## src/rtl/shift_pkg.sv

```systemverilog
// Shared types for the iterative right-shift/rotate unit.
package shift_pkg;

    // Operation encoding as seen on the op port.
    typedef enum logic [1:0] {
        SH_SRL = 2'd0,
        SH_SRA = 2'd1,
        SH_ROR = 2'd2,
        SH_ROL = 2'd3
    } shift_op_t;

    // Control states of the iterative unit.
    typedef enum logic [1:0] {
        IDLE  = 2'd0,
        SHIFT = 2'd1,
        DONE  = 2'd2
    } srlc_state_t;

endpackage

```

## src/rtl/bsrc.sv

```systemverilog
// Constant-amount right cyclic stage with fill: shifts right by b when s is set.
// The caller supplies the b incoming top bits.  For a rotate these are the low
// b bits of a; for a logical or arithmetic shift they are zero or the sign.
module bsrc #(
    parameter int N = 32,
    parameter int b = 1
) (
    input  logic [N-1:0] a,
    input  logic         s,
    input  logic [b-1:0] fill,
    output logic [N-1:0] z
);

    // Shift right by b with fill inserted on top, or pass the operand through.
    always_comb begin
        z = a;
        if (s) z = {fill, a[N-1:b]};
    end

endmodule

```

## src/rtl/srlc_iter.sv

```systemverilog
// Iterative SRL/SRA/ROR/ROL unit, one power-of-two stage per clock.
// ROL runs as ROR by (N - sa) mod N, which is simply -sa in W bits.
module srlc_iter
    import shift_pkg::*;
#(
    parameter int N = 32,
    localparam int W = $clog2(N)
) (
    input  logic         clk,
    input  logic         reset,
    input  logic         in_valid,
    output logic         in_ready,
    input  logic [N-1:0] a,
    input  logic [W-1:0] sa,
    input  shift_op_t    op,
    output logic         out_valid,
    input  logic         out_ready,
    output logic [N-1:0] z,
    output logic         busy
);

    localparam logic [W-1:0] K_LAST = W'(W - 1);

    srlc_state_t state, state_n;
    logic [N-1:0] acc;
    logic [W-1:0] amt;
    logic [W-1:0] k;
    shift_op_t    op_r;
    logic         sign;
    logic [N-1:0] z_r;

    logic [W-1:0]        rol_amt;
    logic                rot;
    logic                fill_bit;
    logic [W-1:0][N-1:0] stage_z;

    assign rol_amt  = '0 - sa;
    assign rot      = (op_r == SH_ROR) || (op_r == SH_ROL);
    assign fill_bit = (op_r == SH_SRA) ? sign : 1'b0;

    // One stage per amount bit; the current stage is chosen by k.
    for (genvar i = 0; i < W; i++) begin : g_stage
        localparam int B = 1 << i;
        logic [B-1:0] fill;
        assign fill = rot ? acc[B-1:0] : {B{fill_bit}};
        bsrc #(.N(N), .b(B)) u_bsrc (
            .a    (acc),
            .s    (amt[i]),
            .fill (fill),
            .z    (stage_z[i])
        );
    end

    // State and datapath registers; the result is captured on the last stage.
    always_ff @(posedge clk) begin
        if (reset) begin
            state <= IDLE;
            acc   <= '0;
            amt   <= '0;
            k     <= '0;
            op_r  <= SH_SRL;
            sign  <= 1'b0;
            z_r   <= '0;
        end else begin
            state <= state_n;
            case (state)
                IDLE: begin
                    if (in_valid) begin
                        acc  <= a;
                        amt  <= (op == SH_ROL) ? rol_amt : sa;
                        op_r <= op;
                        sign <= a[N-1];
                        k    <= '0;
                    end
                end
                SHIFT: begin
                    acc <= stage_z[k];
                    k   <= k + 1'b1;
                    if (k == K_LAST) z_r <= stage_z[k];
                end
                default: ;
            endcase
        end
    end

    // Next-state and handshake decode; outputs depend on state only.
    always_comb begin
        state_n   = state;
        in_ready  = 1'b0;
        out_valid = 1'b0;
        busy      = 1'b0;
        case (state)
            IDLE: begin
                in_ready = 1'b1;
                if (in_valid) state_n = SHIFT;
            end
            SHIFT: begin
                busy = 1'b1;
                if (k == K_LAST) state_n = DONE;
            end
            DONE: begin
                out_valid = 1'b1;
                busy      = 1'b1;
                if (out_ready) state_n = IDLE;
            end
            default: state_n = IDLE;
        endcase
    end

    assign z = z_r;

endmodule
```

## config.mk

```make
export PLATFORM = sky130hd
export DESIGN_NAME = srlc_iter
export DESIGN_NICKNAME = d
export VERILOG_FILES = /design/src/rtl/shift_pkg.sv /design/src/rtl/bsrc.sv /design/src/rtl/srlc_iter.sv
export SDC_FILE = /design/constraint.sdc
export NUM_CORES = 1
export LEC_CHECK = 0
export CORE_UTILIZATION = 56
export DETAILED_ROUTE_END_ITERATION = 16
export GPL_TIMING_DRIVEN = 0
export PLACE_DENSITY = 0.79
export SETUP_SLACK_MARGIN = 0.4
export SKIP_CTS_REPAIR_TIMING = 1
export SLEW_MARGIN = 20
export SYNTH_ARGS = -nofsm -noshare
export SYNTH_HDL_FRONTEND = slang
export SYNTH_HIERARCHICAL = 1
export SYNTH_SLANG_ARGS = --single-unit
```

## constraint.sdc

```tcl
create_clock -name clk -period 2.7 [get_ports clk]
set_input_delay 0.54 -clock clk [delete_from_list [all_inputs] [get_ports clk]]
set_output_delay 0.54 -clock clk [all_outputs]
set_load 0.01 [all_outputs]
```

**Word level (Yosys, flattened, before mapping)**

Cells that the tools add are included.

- Bits of input ports: 43
- Flip-flop bits (word level): 79
- Logic and storage cells: 53
- Output and inout bits: 35

- $lt $le $gt $ge: 1
- Add/sub/neg operators: 2
- Reductions and logical operators: 8
- Eq/ne operators: 10
- Mux-type cells: 25

Operator list:

| kind | number |
|---|---|
| 32-bit two-way mux | 7 |
| 32-bit binary-select mux with 3-bit select | 1 |
| 32-bit case mux with 2 select lines | 1 |
| 16-bit two-way mux | 1 |
| 5-bit two-way mux | 2 |
| 5-bit case mux with 2 select lines | 1 |
| 2-bit equality test, second input constant | 4 |
| 2-bit two-way mux | 4 |
| 8-bit two-way mux | 1 |
| 2-bit inequality test, second input constant | 3 |
| 2-bit case mux with 3 select lines | 1 |
| 2-bit AND reduction | 3 |
| 5-bit by 1-bit adder with 5-bit output, second input constant | 1 |
| 5-bit by 3-bit equality test with 1-bit output, second input constant | 1 |
| 5-bit by 4-bit less-than comparator with 1-bit output, second input constant | 1 |
| 1-bit two-way mux | 5 |
| 1-bit by 5-bit subtractor with 5-bit output, first input constant | 1 |
| 2-bit by 1-bit equality test with 1-bit output, second input constant | 2 |
| 4-bit two-way mux | 1 |
| 3-bit AND reduction | 1 |
| 2-bit logical NOT | 1 |
| 2-bit nonzero test | 1 |
| 2-bit OR reduction | 1 |
| 1-bit logical OR | 1 |

**Depth between registers and ports, before layout**

- Depth in word-level cells: 7
- Gate-level depth with buffers: 11
- Mapped depth without buffers: 7

**Hierarchy**

The synthesis kept the hierarchy.

By module, submodules not included:

| module | seq. area each (um^2) | instances | area an instance (um^2) | cells an instance |
|---|---|---|---|---|
| srlc_iter | 1581.5 | 1 | 5112.4 | 649 |
| bsrc | 0.0 | 5 | 544.3 | 36 |

**Worst setup path before layout**

OpenSTA, ideal clock, no wires.

- Kind: reg2reg
- From: reg op_r[1]
- To: reg z_r[29], in the netlist z[29]
- Clock period less this slack: 2.071 ns
- Data required time: 2.562 ns
- Setup slack: 0.629 ns
- Path buffers: 2
- Cell stages (with the launch flop): 10
- Setup time: 0.138 ns
- Arrival time: 1.933 ns
- Cell sequence: dfxtp_1 > clkbuf_1 > nand3b_1 > clkbuf_1 > nand2_1 > mux2_2 > mux2i_1 > nor2_1 > a311oi_1 > a211oi_1

RTL lines:

| element | RTL line | RTL |
|---|---|---|
| from (decl) | srlc_iter.sv:28 | `shift_op_t op_r;` |
| from (signal assigned) | srlc_iter.sv:71 | `op_r <= op;` |
| to (signal assigned) | srlc_iter.sv:79 | `if (k == K_LAST) z_r <= stage_z[k];` |
| to (decl) | srlc_iter.sv:30 | `logic [N-1:0] z_r;` |

==> insert_results.sql <==
INSERT INTO impl_metrics (metric_group, metric, value, unit) VALUES
('status', 'outcome', 'finished clean', ''),
('setup_path', 'path_cells', 'clkbuf_2 -> nand3b_1 -> buf_4 -> nand2_1 -> mux2_4 -> mux2i_1 -> nor2_1 -> a311oi_2 -> a211oi_1', ''),
('drt', 'drtPass1Iterations', '5', ''),
('global_route', 'grt_pass1_wl', '36100', 'µm'),
('floorplanning', 'dieHeight', '120', 'µm'),
('clock_tree', 'buffer_type_at_the_clock_tree_root', 'sky130_fd_sc_hd__clkbuf_16', ''),
('synth', 'synth.lib_cells_used.distinct', '39', ''),
('timing', 'worst_pin_slew', '0.695', 'ns'),
('synth', 'syn_nets', '878', ''),
('drt', 'remaining_drc_errors', '0', ''),
('setup_path', 'critical_path.top_delay_family', 'compound AO/OA/AOI/OAI gates', ''),
('setup_path', 'critPathRequiredTime', '2.92', 'ns'),
('synth', 'synth_largest_type_area_fraction', '0.287', ''),
('timing', 'timing.final.crit_period', '2.29', 'ns'),
('drt', 'met2_wirelength', '10500', 'µm'),
('setup_path', 'cpMaxStageDelayCell', 'sky130_fd_sc_hd__a311oi_2', ''),
('timing', 'finalCritPeriodShare', '0.849', ''),
('synth', 'postSynthCellCount', '829', ''),
('floorplanning', 'die_w', '120', 'µm'),
('setup_path', 'critical-path-max-stage-delay', '0.41', 'ns'),
('timing', 'finalSetupViolCount', '0', ''),
('synth', 'synthesis.area_per_instance', '9.45', 'µm²'),
('drt', 'number_of_routed_nets_with_antenna_violations', '0', ''),
('synth', 'post-synth-top-count-cell', 'sky130_fd_sc_hd__mux2_4', ''),
('timing', 'totalNegativeSetupSlack', '0', 'ns'),
('synth', 'synth_edf_count', '0', ''),
('synth', 'ys.warnings.count', '6', ''),
('floorplanning', 'num_io_pins', '78', ''),
('clock_tree', 'cts_tree', 'yes', ''),
('setup_path', 'timing.reg2reg.worst_path_depth', '9', ''),
('job', 'max-cap-violations', '0', ''),
('power_and_ir_drop', 'static-leakage-power', '0.00349', 'µW'),
('global_route', 'grt.overflow.total', '0', ''),
('drt', 'wire_per_inst', '21.2', 'µm'),
('drt', 'routed-via-count', '6891', ''),
('synth', 'yosys-top-cells-area', 'sky130_fd_sc_hd__mux2_4, sky130_fd_sc_hd__dfxtp_1, sky130_fd_sc_hd__nand3b_1, sky130_fd_sc_hd__nor2_1, sky130_fd_sc_hd__mux2i_1', ''),
('clock_tree', 'cts.sink_count', '79', ''),
('drt', 'wl', '23200', 'µm'),
('power_and_ir_drop', 'power-per-cell-area', '556', 'nW/µm²'),
('setup_path', 'crit_type', 'reg -> reg', ''),
('setup_path', 'worst_path_bufs_invs', '2', ''),
('power_and_ir_drop', 'seq_power_share', '0.324', ''),
('drt', 'drc_marker_count_from_the_first_detailed_route_iteration', '653', ''),
('power_and_ir_drop', 'intPower', '3340', 'µW'),
('synth', 'post_synth_arst_share', '0', ''),
('timing', 'grt_setup_unrepaired', 'no', ''),
('final_layout', 'seqCellArea', '1580', 'µm²'),
('place', 'dp.final_hpwl', '16500', 'µm'),
('floorplanning', 'dieArea', '14500', 'µm²'),
('place', 'place.port_buffers', '75', ''),
('final_layout', 'design.final.nets', '965', ''),
('synth', 'ys_ff_latch', '79', ''),
('clock_tree', 'ctsHtreeMaxLevel', '3', ''),
('drt', 'avgViaCountPerCell', '6.29', ''),
('synth', 'post_synth_most_frequent_cells', 'sky130_fd_sc_hd__mux2_4, sky130_fd_sc_hd__nor2_1, sky130_fd_sc_hd__dfxtp_1', ''),
('worst_hold_path', 'min_delay_path_depth', '2', ''),
('power_and_ir_drop', 'power.switching_fraction', '0.347', ''),
('floorplanning', 'cell_row_count', '42', ''),
('setup_path', 'timing.critical_path.fanout_max', '9', ''),
('setup_path', 'crit_path_start_kind', 'flip-flop', ''),
('synth', 'ys_seq_area_frac', '0.202', ''),
('synth', 'synth_ff_type', 'sky130_fd_sc_hd__dfxtp_1', ''),
('final_layout', 'antenna_cells', '0', ''),
('global_route', 'grt_start_max_net_pins', '13', ''),
('global_route', 'track_usage', '0.322', ''),
('setup_path', 'worst-endpoint-arrival', '2.51', 'ns'),
('final_layout', 'multi_input_combinational_cell_area', '5490', 'µm²'),
('setup_path', 'critical_path.endpoint_type', 'flip-flop', ''),
('global_route', 'antenna_found_initial', '0', ''),
('timing', 'finalHoldWorstSlack', '0.457', 'ns'),
('place', 'place_congestion', '0.951', '');
==> worst paths after layout <==
kind,from,slack [ns],to
setup / recovery,op_r[1],0.41,z[30]
hold / removal,sign,0.46,sign
setup reg to reg,op_r[1],0.41,z[30]
hold reg to reg,sign,0.46,sign
==> state kept, by name, indices dropped and copies added (netlist names) <==
signal  cells
op_r        2
sign        1
acc        32
k           5
amt         5
state       2
z          32
==> stage by stage <==
step	total power, µW	util	area [µm²]	cells	worst slack, ns
floorplan	3230	-	7830	829	0.629
CTS	5050	0.677	9110	1094	0.00478
global placement	3730	0.654	8800	1080	-0.0229
finish	5110	0.683	9190	1095	0.408
global route	5300	0.683	9190	1095	0.361
detailed placement	3760	0.654	8800	1080	0.0292
==> routing by layer <==
metal | global-route usage | vias up
li1 | - | 3246
met1 | 0.435 | 3329
met2 | 0.509 | 266
met3 | 0.0505 | 50
met4 | 0.133 | 0
met5 | 0 | -
==> final cells by class <==
class,instances,area share
sequential,79,0.172
multi-input combinational,648,0.598
tap,176,0.0240
timing repair buffer,76,0.0825
clock inverter,4,0.00790
clock buffer,10,0.0249
inverter,8,0.00327
buffer,94,0.0873
==> placed cells by master (no fill, tap or decap), types with 3 or more instances in the layout <==
cell type / count
sky130_fd_sc_hd__o22ai_1: 31
sky130_fd_sc_hd__buf_6: 16
sky130_fd_sc_hd__a211o_1: 28
sky130_fd_sc_hd__clkbuf_4: 3
sky130_fd_sc_hd__mux2_2: 11
sky130_fd_sc_hd__a2111oi_2: 3
sky130_fd_sc_hd__nand3b_1: 59
sky130_fd_sc_hd__a211oi_2: 5
sky130_fd_sc_hd__nand2b_1: 4
sky130_fd_sc_hd__mux2i_1: 35
sky130_fd_sc_hd__clkbuf_16: 9
sky130_fd_sc_hd__buf_4: 15
sky130_fd_sc_hd__a311oi_1: 29
sky130_fd_sc_hd__buf_2: 16
sky130_fd_sc_hd__a211oi_1: 29
sky130_fd_sc_hd__nand2_1: 50
sky130_fd_sc_hd__nor2_1: 95
sky130_fd_sc_hd__inv_1: 7
sky130_fd_sc_hd__mux2_4: 150
sky130_fd_sc_hd__nor3_1: 19
sky130_fd_sc_hd__ha_1: 6
sky130_fd_sc_hd__buf_12: 15
sky130_fd_sc_hd__dfxtp_1: 79
sky130_fd_sc_hd__xor2_1: 3
sky130_fd_sc_hd__a21oi_1: 68
sky130_fd_sc_hd__clkdlybuf4s50_1: 75
sky130_fd_sc_hd__clkbuf_1: 28
sky130_fd_sc_hd__a311oi_2: 3
==> cells by family (layout without fill, tap and decap cells) <==
family	after synthesis	count (layout)	share of synthesized area
mux	196	196	0.348
buf+inv	102	192	0.103
fa+ha+maj	6	6	0.00958
simple gates	240	240	0.154
compound gates	201	201	0.178
xor+xnor	5	5	0.00559
flops	79	79	0.202
==> power by group through the flow <==
stage               Combinational [µW]  Sequential [µW]  Clock [µW]
global placement                  2060             1670           0
floorplan                         1730             1510           0
finish                            2150             1660        1300
CTS                               2100             1640        1310
global route                      2280             1670        1350
detailed placement                2090             1670           0
==> tightest hold or removal path: cells and delay by family, from the launching register on <==
kind | cells | cell delay, ns
AND/OR/NAND/NOR | 1 | 0.05
flip-flops | 1 | 0.31
AO/OA/AOI/OAI | 1 | 0.05
Note: power is estimated with default switching activity, not from simulation.
